===== src/rtl/dmem_arb_pkg.sv =====
// ============================================================================
// Module : dmem_arb_pkg
// Brief  : Shared types and constants for the two-master data-memory arbiter.
// Rev    : 1.0
// ============================================================================
`default_nettype none

package dmem_arb_pkg;

    localparam int NUM_MASTERS  = 2;
    localparam int DMEM_ADDR_W  = 32;
    localparam int DMEM_DATA_W  = 32;

    typedef enum logic {
        MST_CORE = 1'b0,
        MST_AUX  = 1'b1
    } master_id_e;

    typedef struct packed {
        logic [DMEM_ADDR_W-1:0]   addr;
        logic                     we;
        logic [DMEM_DATA_W/8-1:0] be;
        logic [DMEM_DATA_W-1:0]   wdata;
    } dmem_req_t;

endpackage

`default_nettype wire


===== src/rtl/rr_arb2.sv =====
// ============================================================================
// Module : rr_arb2
// Brief  : Two-way combinational arbiter; round-robin or fixed (master 1 wins).
// Rev    : 1.0
// ============================================================================
`default_nettype none

module rr_arb2
    import dmem_arb_pkg::*;
(
    input  logic [NUM_MASTERS-1:0] req_i,
    input  logic                   prio_i,
    input  logic                   fixed_prio_i,
    output logic [NUM_MASTERS-1:0] gnt_o,
    output logic                   prio_next_o
);

    always_comb begin
        gnt_o       = '0;
        prio_next_o = prio_i;
        if (&req_i) begin
            if (fixed_prio_i || (prio_i == MST_AUX)) begin
                gnt_o = 2'b10;
            end else begin
                gnt_o = 2'b01;
            end
        end else begin
            gnt_o = req_i;
        end
        // Pointer moves to the loser of this cycle; holds when idle.
        if (gnt_o[1]) begin
            prio_next_o = MST_CORE;
        end else if (gnt_o[0]) begin
            prio_next_o = MST_AUX;
        end
    end

endmodule

`default_nettype wire


===== src/rtl/dmem_arbiter.sv =====
// ============================================================================
// Module : dmem_arbiter
// Brief  : Shares the single-port data memory between core LSU and aux master.
//          Define DMEM_ARB_FIXED_PRIO_EN for fixed priority (master 1 wins).
// Rev    : 1.0
// ============================================================================
`default_nettype none

module dmem_arbiter
    import dmem_arb_pkg::*;
#(
    parameter int ADDR_WIDTH = DMEM_ADDR_W,
    parameter int DATA_WIDTH = DMEM_DATA_W
) (
    input  logic                    clk_i,
    input  logic                    rst_ni,

    input  logic                    m0_req_i,
    output logic                    m0_gnt_o,
    input  logic [ADDR_WIDTH-1:0]   m0_addr_i,
    input  logic                    m0_we_i,
    input  logic [DATA_WIDTH/8-1:0] m0_be_i,
    input  logic [DATA_WIDTH-1:0]   m0_wdata_i,
    output logic                    m0_rvalid_o,
    output logic [DATA_WIDTH-1:0]   m0_rdata_o,

    input  logic                    m1_req_i,
    output logic                    m1_gnt_o,
    input  logic [ADDR_WIDTH-1:0]   m1_addr_i,
    input  logic                    m1_we_i,
    input  logic [DATA_WIDTH/8-1:0] m1_be_i,
    input  logic [DATA_WIDTH-1:0]   m1_wdata_i,
    output logic                    m1_rvalid_o,
    output logic [DATA_WIDTH-1:0]   m1_rdata_o,

    output logic                    mem_req_o,
    output logic                    mem_we_o,
    output logic [ADDR_WIDTH-1:0]   mem_addr_o,
    output logic [DATA_WIDTH/8-1:0] mem_be_o,
    output logic [DATA_WIDTH-1:0]   mem_wdata_o,
    input  logic [DATA_WIDTH-1:0]   mem_rdata_i
);

    logic [NUM_MASTERS-1:0] w_req;
    logic [NUM_MASTERS-1:0] w_gnt;
    logic                   w_prio;
    logic                   w_prio_next;
    logic                   w_fixed;
    dmem_req_t              w_sel;

    logic resp_valid_q, resp_valid_d;
    logic resp_id_q,    resp_id_d;
    logic resp_we_q,    resp_we_d;

    // Requests are masked while in reset so nothing is granted then.
    assign w_req = {m1_req_i, m0_req_i} & {NUM_MASTERS{rst_ni}};

`ifdef DMEM_ARB_FIXED_PRIO_EN
    assign w_fixed = 1'b1;
    assign w_prio  = MST_CORE;
`else
    logic prio_q;

    assign w_fixed = 1'b0;
    assign w_prio  = prio_q;

    always_ff @(posedge clk_i or negedge rst_ni) begin
        if (!rst_ni) begin
            prio_q <= MST_CORE;
        end else begin
            prio_q <= w_prio_next;
        end
    end
`endif

    rr_arb2 u_rr_arb2 (
        .req_i        (w_req),
        .prio_i       (w_prio),
        .fixed_prio_i (w_fixed),
        .gnt_o        (w_gnt),
        .prio_next_o  (w_prio_next)
    );

    assign m0_gnt_o = w_gnt[0];
    assign m1_gnt_o = w_gnt[1];

    always_comb begin
        w_sel = '0;
        if (w_gnt[0]) begin
            w_sel = '{addr: m0_addr_i, we: m0_we_i, be: m0_be_i, wdata: m0_wdata_i};
        end else if (w_gnt[1]) begin
            w_sel = '{addr: m1_addr_i, we: m1_we_i, be: m1_be_i, wdata: m1_wdata_i};
        end
    end

    assign mem_req_o   = |w_gnt;
    assign mem_we_o    = w_sel.we;
    assign mem_addr_o  = w_sel.addr;
    assign mem_be_o    = w_sel.be;
    assign mem_wdata_o = w_sel.wdata;

    always_comb begin
        resp_valid_d = |w_gnt;
        resp_id_d    = resp_id_q;
        resp_we_d    = resp_we_q;
        if (|w_gnt) begin
            resp_id_d = w_gnt[1] ? MST_AUX : MST_CORE;
            resp_we_d = w_sel.we;
        end
    end

    always_ff @(posedge clk_i or negedge rst_ni) begin
        if (!rst_ni) begin
            resp_valid_q <= 1'b0;
            resp_id_q    <= MST_CORE;
            resp_we_q    <= 1'b0;
        end else begin
            resp_valid_q <= resp_valid_d;
            resp_id_q    <= resp_id_d;
            resp_we_q    <= resp_we_d;
        end
    end

    assign m0_rvalid_o = resp_valid_q & (resp_id_q == MST_CORE);
    assign m1_rvalid_o = resp_valid_q & (resp_id_q == MST_AUX);
    assign m0_rdata_o  = (m0_rvalid_o && !resp_we_q) ? mem_rdata_i : '0;
    assign m1_rdata_o  = (m1_rvalid_o && !resp_we_q) ? mem_rdata_i : '0;

endmodule

`default_nettype wire


===== config.mk =====
export PLATFORM = sky130hd
export DESIGN_NAME = dmem_arbiter
export DESIGN_NICKNAME = d
export VERILOG_FILES = /design/src/rtl/dmem_arb_pkg.sv /design/src/rtl/rr_arb2.sv /design/src/rtl/dmem_arbiter.sv
export SDC_FILE = /design/constraint.sdc
export NUM_CORES = 1
export LEC_CHECK = 0
export ABC_AREA = 1
export CORE_AREA = 8 8 115 117
export CTS_CLUSTER_DIAMETER = 200
export DETAILED_ROUTE_END_ITERATION = 10
export DIE_AREA = 0 0 123 125
export PLACE_DENSITY = 0.61
export SKIP_LAST_GASP = 1
export SLEW_MARGIN = 20
export SYNTH_ARGS = -nofsm -noshare
export SYNTH_HDL_FRONTEND = slang
export SYNTH_SLANG_ARGS = --single-unit

===== constraint.sdc =====
create_clock -name clk_i -period 1.8 [get_ports clk_i]
set_input_delay 0.54 -clock clk_i [delete_from_list [all_inputs] [get_ports clk_i]]
set_output_delay 0.54 -clock clk_i [all_outputs]
set_load 0.03 [all_outputs]

==> flow_summary.json <==
{
  "run_status": "finished, violations left",
  "violations": "setup timing",
  "synth_top_area_share_pct": 54.7,
  "cts_max_path_buffers": 2,
  "synth_top_area_cell": "nand2_1",
  "drv_cap": 0,
  "grt_max_degree": 17,
  "worst_slew_pin_slew_ns": 0.202,
  "grt_pass1_wl_mm": 21.6,
  "arrival_ns": 1.53,
  "final_area_um2": 6930,
  "synth-adder-area-share_pct": 0,
  "coreArea_um2": 11600,
  "synth_cells": 352,
  "hold_buffers": 0,
  "dieArea_um2": 15400,
  "ant_nets": 0,
  "p_leak_nw": 3.33,
  "finalCritPeriodShare_pct": 115,
  "setup_ws_ns": -0.272,
  "rsz0062_at_grt": "yes",
  "cts_num_sinks": 4,
  "grtUsageMet1_pct": 15.9,
  "insertion_delay_ns": 0.22,
  "required_ns": 1.26,
  "synth_top_family_by_area": "simple AND/OR/NAND/NOR gates",
  "start_util_pct": 12.7,
  "yosysUniqueCellTypes": 12,
  "final_max_slew_viol_count": 0,
  "total_power_mw": 2.80,
  "ioPinCount": 312,
  "use_met2_pct": 35.8,
  "ir_drop_mv": 0.326,
  "critPathKind": "reg2out",
  "setup_violations": 133,
  "avgViaCountPerCell": 4.11,
  "antenna_found_initial": 1,
  "gp_congestion": 0.789,
  "synthSimpleGateAreaFrac_pct": 73.8,
  "gr-usage-met3_pct": 6.98,
  "drive_gt1_share_pct": 63.1,
  "dr.first_iter.drc_count": 92,
  "areaGrowthSynthToFinish_pct": 369,
  "period_minus_slack_ns": 2.07,
  "port_buffers": 311,
  "syn_nets": 526,
  "skew_ns": 0.00103,
  "synthTopCellsByArea": "nand2_1, nor2_1, inv_1, dfrtp_1, buf_2",
  "path_clk_slew_ns": 0.03,
  "power_per_cell_area_nw_per_um2": 404,
  "cts_max_level": 1,
  "placementRows": 40,
  "placed_cell_area_um2": 4980,
  "pre_cts_ws_ns": -0.654,
  "startpoint_type": "register",
  "die_x_um": 123,
  "ys_warn_count": 0,
  "via_count": 3505,
  "wl_mm": 15.4,
  "fin_nets": 881,
  "max_freq_ghz": 0.483,
  "avgSynthCellArea_um2": 4.19,
  "grt-busiest-layer": "met2",
  "slew_headroom_pct": 86.5,
  "cts_tree": "yes",
  "dr.pass1.iters": 4,
  "cts-root-buf": "clkbuf_16",
  "grt_pass1_vias": 3925,
  "synth.area.mux_share_pct": 0,
  "grt_overflow_total": 0,
  "synth_compound_area_share_pct": 0.339,
  "hold_path_class": "in2async",
  "hold_viol": 0,
  "die_h_um": 125,
  "setup_tns_ns": -17.07,
  "wl_per_cell_um": 18.1,
  "seq_area_frac_synth_pct": 6.78,
  "mappedNetlistArea_um2": 1480,
  "synth_xor_area_share_pct": 0,
  "post-dp-hpwl_mm": 10.6,
  "drc": 0,
  "grt_usage_pct": 17.9,
  "synth-seq-cells": 4,
  "cts_buffers": 3,
  "end_kind": "output port",
  "worstPathMaxFanout": 6
}
report_power, final:
part / switching, mW / total, mW / leakage [nW] / internal, mW
sequential: 0.0123 / 0.117 / 0.0477 / 0.104
clock: 0.0562 / 0.339 / 0.0370 / 0.283
combinational: 1.17 / 2.34 / 3.24 / 1.17
total: 1.24 / 2.80 / 3.33 / 1.56
sequential cells by signal (all words and copies together) (netlist names):
signal	count
prio_q	1
resp_id_q	1
resp_valid_q	1
resp_we_q	1
critical path: stages (launching register included):
cell     delay (ns)
dfrtp_1        0.39
inv_2          0.09
nand2_4        0.06
nand2_4        0.08
inv_6          0.04
buf_12         0.13
buf_12         0.13
buf_16         0.14
nand2_2        0.06
nand2_2        0.05
buf_6          0.13
through the flow:
step | utilization (%) | hold WS, ns | cells
CTS | 57.7 | 0.194 | 850
detailed placement | 42.9 | 0.505 | 807
floorplan | - | 0.244 | 352
global placement | 42.9 | 0.502 | 807
global route | 59.7 | 0.219 | 853
finish | 59.7 | 0.212 | 853
logic make-up after synthesis:
| logic type | after synthesis |
|---|---|
| DFF | 4 |
| and+or+nand+nor | 286 |
| AOI/OAI and AO/OA | 1 |
| buffers and inverters | 61 |
path summary, 6_finish.rpt:
path | to | startpoint | cells past startpoint | slack, ns
min in group clk_i | resp_we_q | resp_we_q | 2 | 0.54
hold / removal | prio_q | rst_ni | 2 | 0.21
max in group asynchronous | resp_id_q | rst_ni | 2 | 1.49
hold reg to reg | resp_we_q | resp_we_q | 2 | 0.54
setup reg to reg | resp_we_q | prio_q | 13 | -0.01
setup / recovery | mem_wdata_o[23] | prio_q | 10 | -0.27
cell type report:
type | count | area, µm²
Fill cell | 956 | 4680
Timing Repair Buffer | 369 | 4300
Multi-Input combinational cell | 287 | 2080
Tap cell | 147 | 184
Inverter | 41 | 174
Sequential cell | 4 | 100
Clock buffer | 3 | 75.1
Timing Repair inverter | 1 | 16.3
Antenna cell | 1 | 2.50
cell usage in the layout (no fill, tap or decap), drive strengths merged:
cell type,Yosys,routed
buf,20,194
clkbuf,0,8
clkdlybuf4s50,0,146
clkinv,0,2
dfrtp,4,4
diode,0,1
dlygate4sd2,0,18
dlymetal6s2s,0,6
inv,41,40
nand2,218,218
nand3,3,3
nor2,65,65
o21ai,1,1
synthesized netlist by cell type:
library cell and n:
nand2_1 215, nor2_1 65, inv_1 36, buf_2 16, buf_6 4, dfrtp_1 4, inv_2 4, nand3_1 3
nand2_2 2, inv_4 1, nand2_4 1, o21ai_0 1
routing by layer:
metal	wire, µm	vias up
met5	0	-
met4	292	0
met3	1770	14
met2	8500	196
met1	4850	1575
li1	-	1720
what timing repair did:
action                     CTS  global route
pin swaps                   47            67
buffers inserted            26            10
setup endpoints to repair  136           135
cloned                      15             6
resized for setup          317           110
Note: power is estimated with default switching activity, not from simulation.
==> RTL change: new RTL, same settings <==
`DMEM_DATA_W`: 32 -> 16.
--- a/src/rtl/dmem_arb_pkg.sv
+++ b/src/rtl/dmem_arb_pkg.sv
@@ -10,5 +10,5 @@
     localparam int NUM_MASTERS  = 2;
     localparam int DMEM_ADDR_W  = 32;
-    localparam int DMEM_DATA_W  = 32;
+    localparam int DMEM_DATA_W  = 16;
 
     typedef enum logic {
Interface: changed (9 resized); port bits go from 312 to 210. The function was not compared with the original's and may differ.
==> RTL change against the original RTL <==
- the flow still finishes with violations (setup timing)
- via count decreased by 30%
- worst setup slack improved by 0.020 ns
- critical path type unchanged
- area after synthesis decreased by 21%
- largest cell class unchanged
- sequential cell count did not move
- routed wire length fell by 32%
- power down 26%
- cell area fell by 29%
- combinational power shrank 31%
- critical endpoint is now mem_addr_o[31]
- highest routed layer unchanged
==> RTL change: results (changes against the original RTL) <==
=======================================================================================
Run status                                                                 finished, violations left
Failing checks                                                             setup timing
Yosys warns                                                                           0   unchanged
CP max FO                                                                             5   -1
Overall fraction of global-route tracks in use                                    12.2%   -5.6 points
Met2 routed WL                                                                  5360 um   -37%
Worst-case setup margin in the final layout                                   -0.251 ns   +0.0202 ns
Count of input and output buffers                                                   209   -33%
Post-synth top cells                                                       sky130_fd_sc_hd__nand2_1 (149), sky130_fd_sc_hd__nor2_1 (31), sky130_fd_sc_hd__inv_1 (19), sky130_fd_sc_hd__nand2_2 (13)
Gpl congestion                                                                    0.820   +3.9%
Number of violations reported at the end of detailed-routing iteration 0             64   -30%
Worst Tran Pin Value                                                           0.171 ns   -0.0306 ns
Leakage                                                                         2.44 nW   -27%
Worst r2r src                                                              prio_q$_DFFE_PN0P_
Number of library cell types mapped by synthesis                                     17   +5
Number of nets in the finished design                                               611   -31%
Detailed-routed wire length on met3                                             1330 um   -25%
Worst stage delay on the critical path                                          0.38 ns
Number of global-route vias before repair                                          2838   -28%
Peak ir drop on the vdd network                                              0.000298 V   -8.4%
Mux share of post-synthesis cell area                                                0%   unchanged
HPWL after detailed placement                                                   6790 um   -36%
Net count of the mapped netlist                                                     364   -31%
Adder-cell share of the synthesized area                                             0%   unchanged
R2R Setup Slk                                                                   0.42 ns   +0.43 ns
Post-synthesis sequential area ratio                                              8.59%   +1.8 points
Total of endpoints with negative setup slack in the final report                     63   -53%
Wire length the detailed router placed on met1                                  3580 um   -26%
Number of antenna cells inserted                                                      0   -1
FILL cells                                                                         1100   +15%
WL per Instance                                                                 16.6 um   -8.1%
Worst Clk Skew                                                               0.00133 ns   +0.000296 ns
Depth of the most critical reg-to-reg path                                           10   -3
Cells taking the most area after synthesis                                 sky130_fd_sc_hd__nand2_1 (48%), sky130_fd_sc_hd__nor2_1 (10%), sky130_fd_sc_hd__dfrtp_1 (8.6%)
Reg2reg end                                                                resp_we_q$_DFFE_PN0P_
Wire length of the first global-routing pass                                   14800 um   -31%
Fraction of the mapped netlist area in compound gates                            0.430%   +0.091 points
Share of Yosys cell area claimed by the top area cell type                        48.0%   -6.6 points
DP Worst Slack                                                                -0.627 ns   +0.0274 ns
Fraction of final layout cells sized beyond drive strength 1                      61.2%   -1.9 points
Internal power                                                                  1.19 mW   -24%
Antenna violations before repair                                                      0   -1
Arrival time at the worst endpoint                                              1.51 ns   -0.02 ns
H-tree depth                                                                          1   unchanged
Clock Tree Buf Depth                                                                  2   unchanged
Number of vias per cell after detailed routing                                     3.89   -5.4%
TritonCTS buffer count                                                                3   unchanged
Maximum number of pins on one net before global-route repair                         14   -3
=======================================================================================
## RTL change: cell types whose count changed in the layout (fill, tap and decap cells not counted), moves of 13 or more
| cell | unedited run | this run |
|---|---|---|
| sky130_fd_sc_hd__nand2_4 | 26 | 42 |
| sky130_fd_sc_hd__nand2_2 | 111 | 62 |
| sky130_fd_sc_hd__clkdlybuf4s50_1 | 146 | 100 |
| sky130_fd_sc_hd__buf_12 | 32 | 19 |
| sky130_fd_sc_hd__inv_2 | 35 | 17 |
| sky130_fd_sc_hd__buf_6 | 127 | 81 |
| sky130_fd_sc_hd__nand2_1 | 79 | 59 |
| sky130_fd_sc_hd__nor2_4 | 65 | 32 |
## RTL change: final cells by class
class / instances / share of cell area (%)
clock buffer: 3 / 1.52
timing repair buffer: 248 / 57.8
sequential: 4 / 2.03
tap: 147 / 3.72
timing repair inverter: 6 / 2.25
multi-input combinational: 201 / 30.3
inverter: 25 / 2.43
## RTL change: worst max-delay path by stage
| stage | startpoint | to | cells past startpoint |
|---|---|---|---|
| after floorplan | resp_id_q$_DFFE_PN0P_ | m1_rdata_o[10] | 5 |
| after global placement | m0_req_i | mem_addr_o[26] | 8 |
| after detailed placement | rst_ni | mem_be_o[1] | 8 |
| after CTS | prio_q$_DFFE_PN0P_ | mem_addr_o[11] | 10 |
| after global routing | prio_q$_DFFE_PN0P_ | mem_addr_o[4] | 10 |
| final | prio_q$_DFFE_PN0P_ | mem_addr_o[31] | 10 |
## RTL change: layer usage
layer	vias up	GRT usage (%)
li1	1190	-
met1	1079	12.1
met2	175	23.0
met3	20	4.77
met4	0	2.98
met5	-	0
## RTL change: cell families after synthesis
group                  count (synthesis)
DFF                                    4
and+or+nand+nor                      200
buffers and inverters                 37
AOI/OAI and AO/OA                      1
## RTL change: through the flow
step | cell area (sq um) | hold slack (ns) | TNS (ns) | std cells | util, %
6_report | 4940 | 0.205 | -8.95 | 634 | 42.5
5_1_grt | 4940 | 0.210 | -13.00 | 634 | 42.5
4_1_cts | 4510 | 0.195 | -10.13 | 632 | 38.8
3_5_place_dp | 3350 | 0.502 | -32.92 | 599 | 28.8
3_3_place_gp | 3350 | 0.511 | -31.39 | 599 | 28.8
2_1_floorplan | 1190 | 0.244 | -0.0870 | 242 | -
## RTL change: power groups by stage
stage | Sequential [mW] | Combinational (mW) | Clock, mW
4_1_cts | 0.116 | 1.50 | 0.352
3_5_place_dp | 0.117 | 1.11 | 0
3_3_place_gp | 0.117 | 1.10 | 0
2_1_floorplan | 0.114 | 0.520 | 0
6_report | 0.116 | 1.61 | 0.347
5_1_grt | 0.118 | 1.69 | 0.358
## RTL change: timing repair
action                                  in CTS  in global routing
gates cloned                                13                  1
resized for setup                          240                118
endpoints found under the hold margin        0                  0
endpoints found under the setup margin      86                 84
pin swaps                                   56                 48
buffers inserted                            18                  4
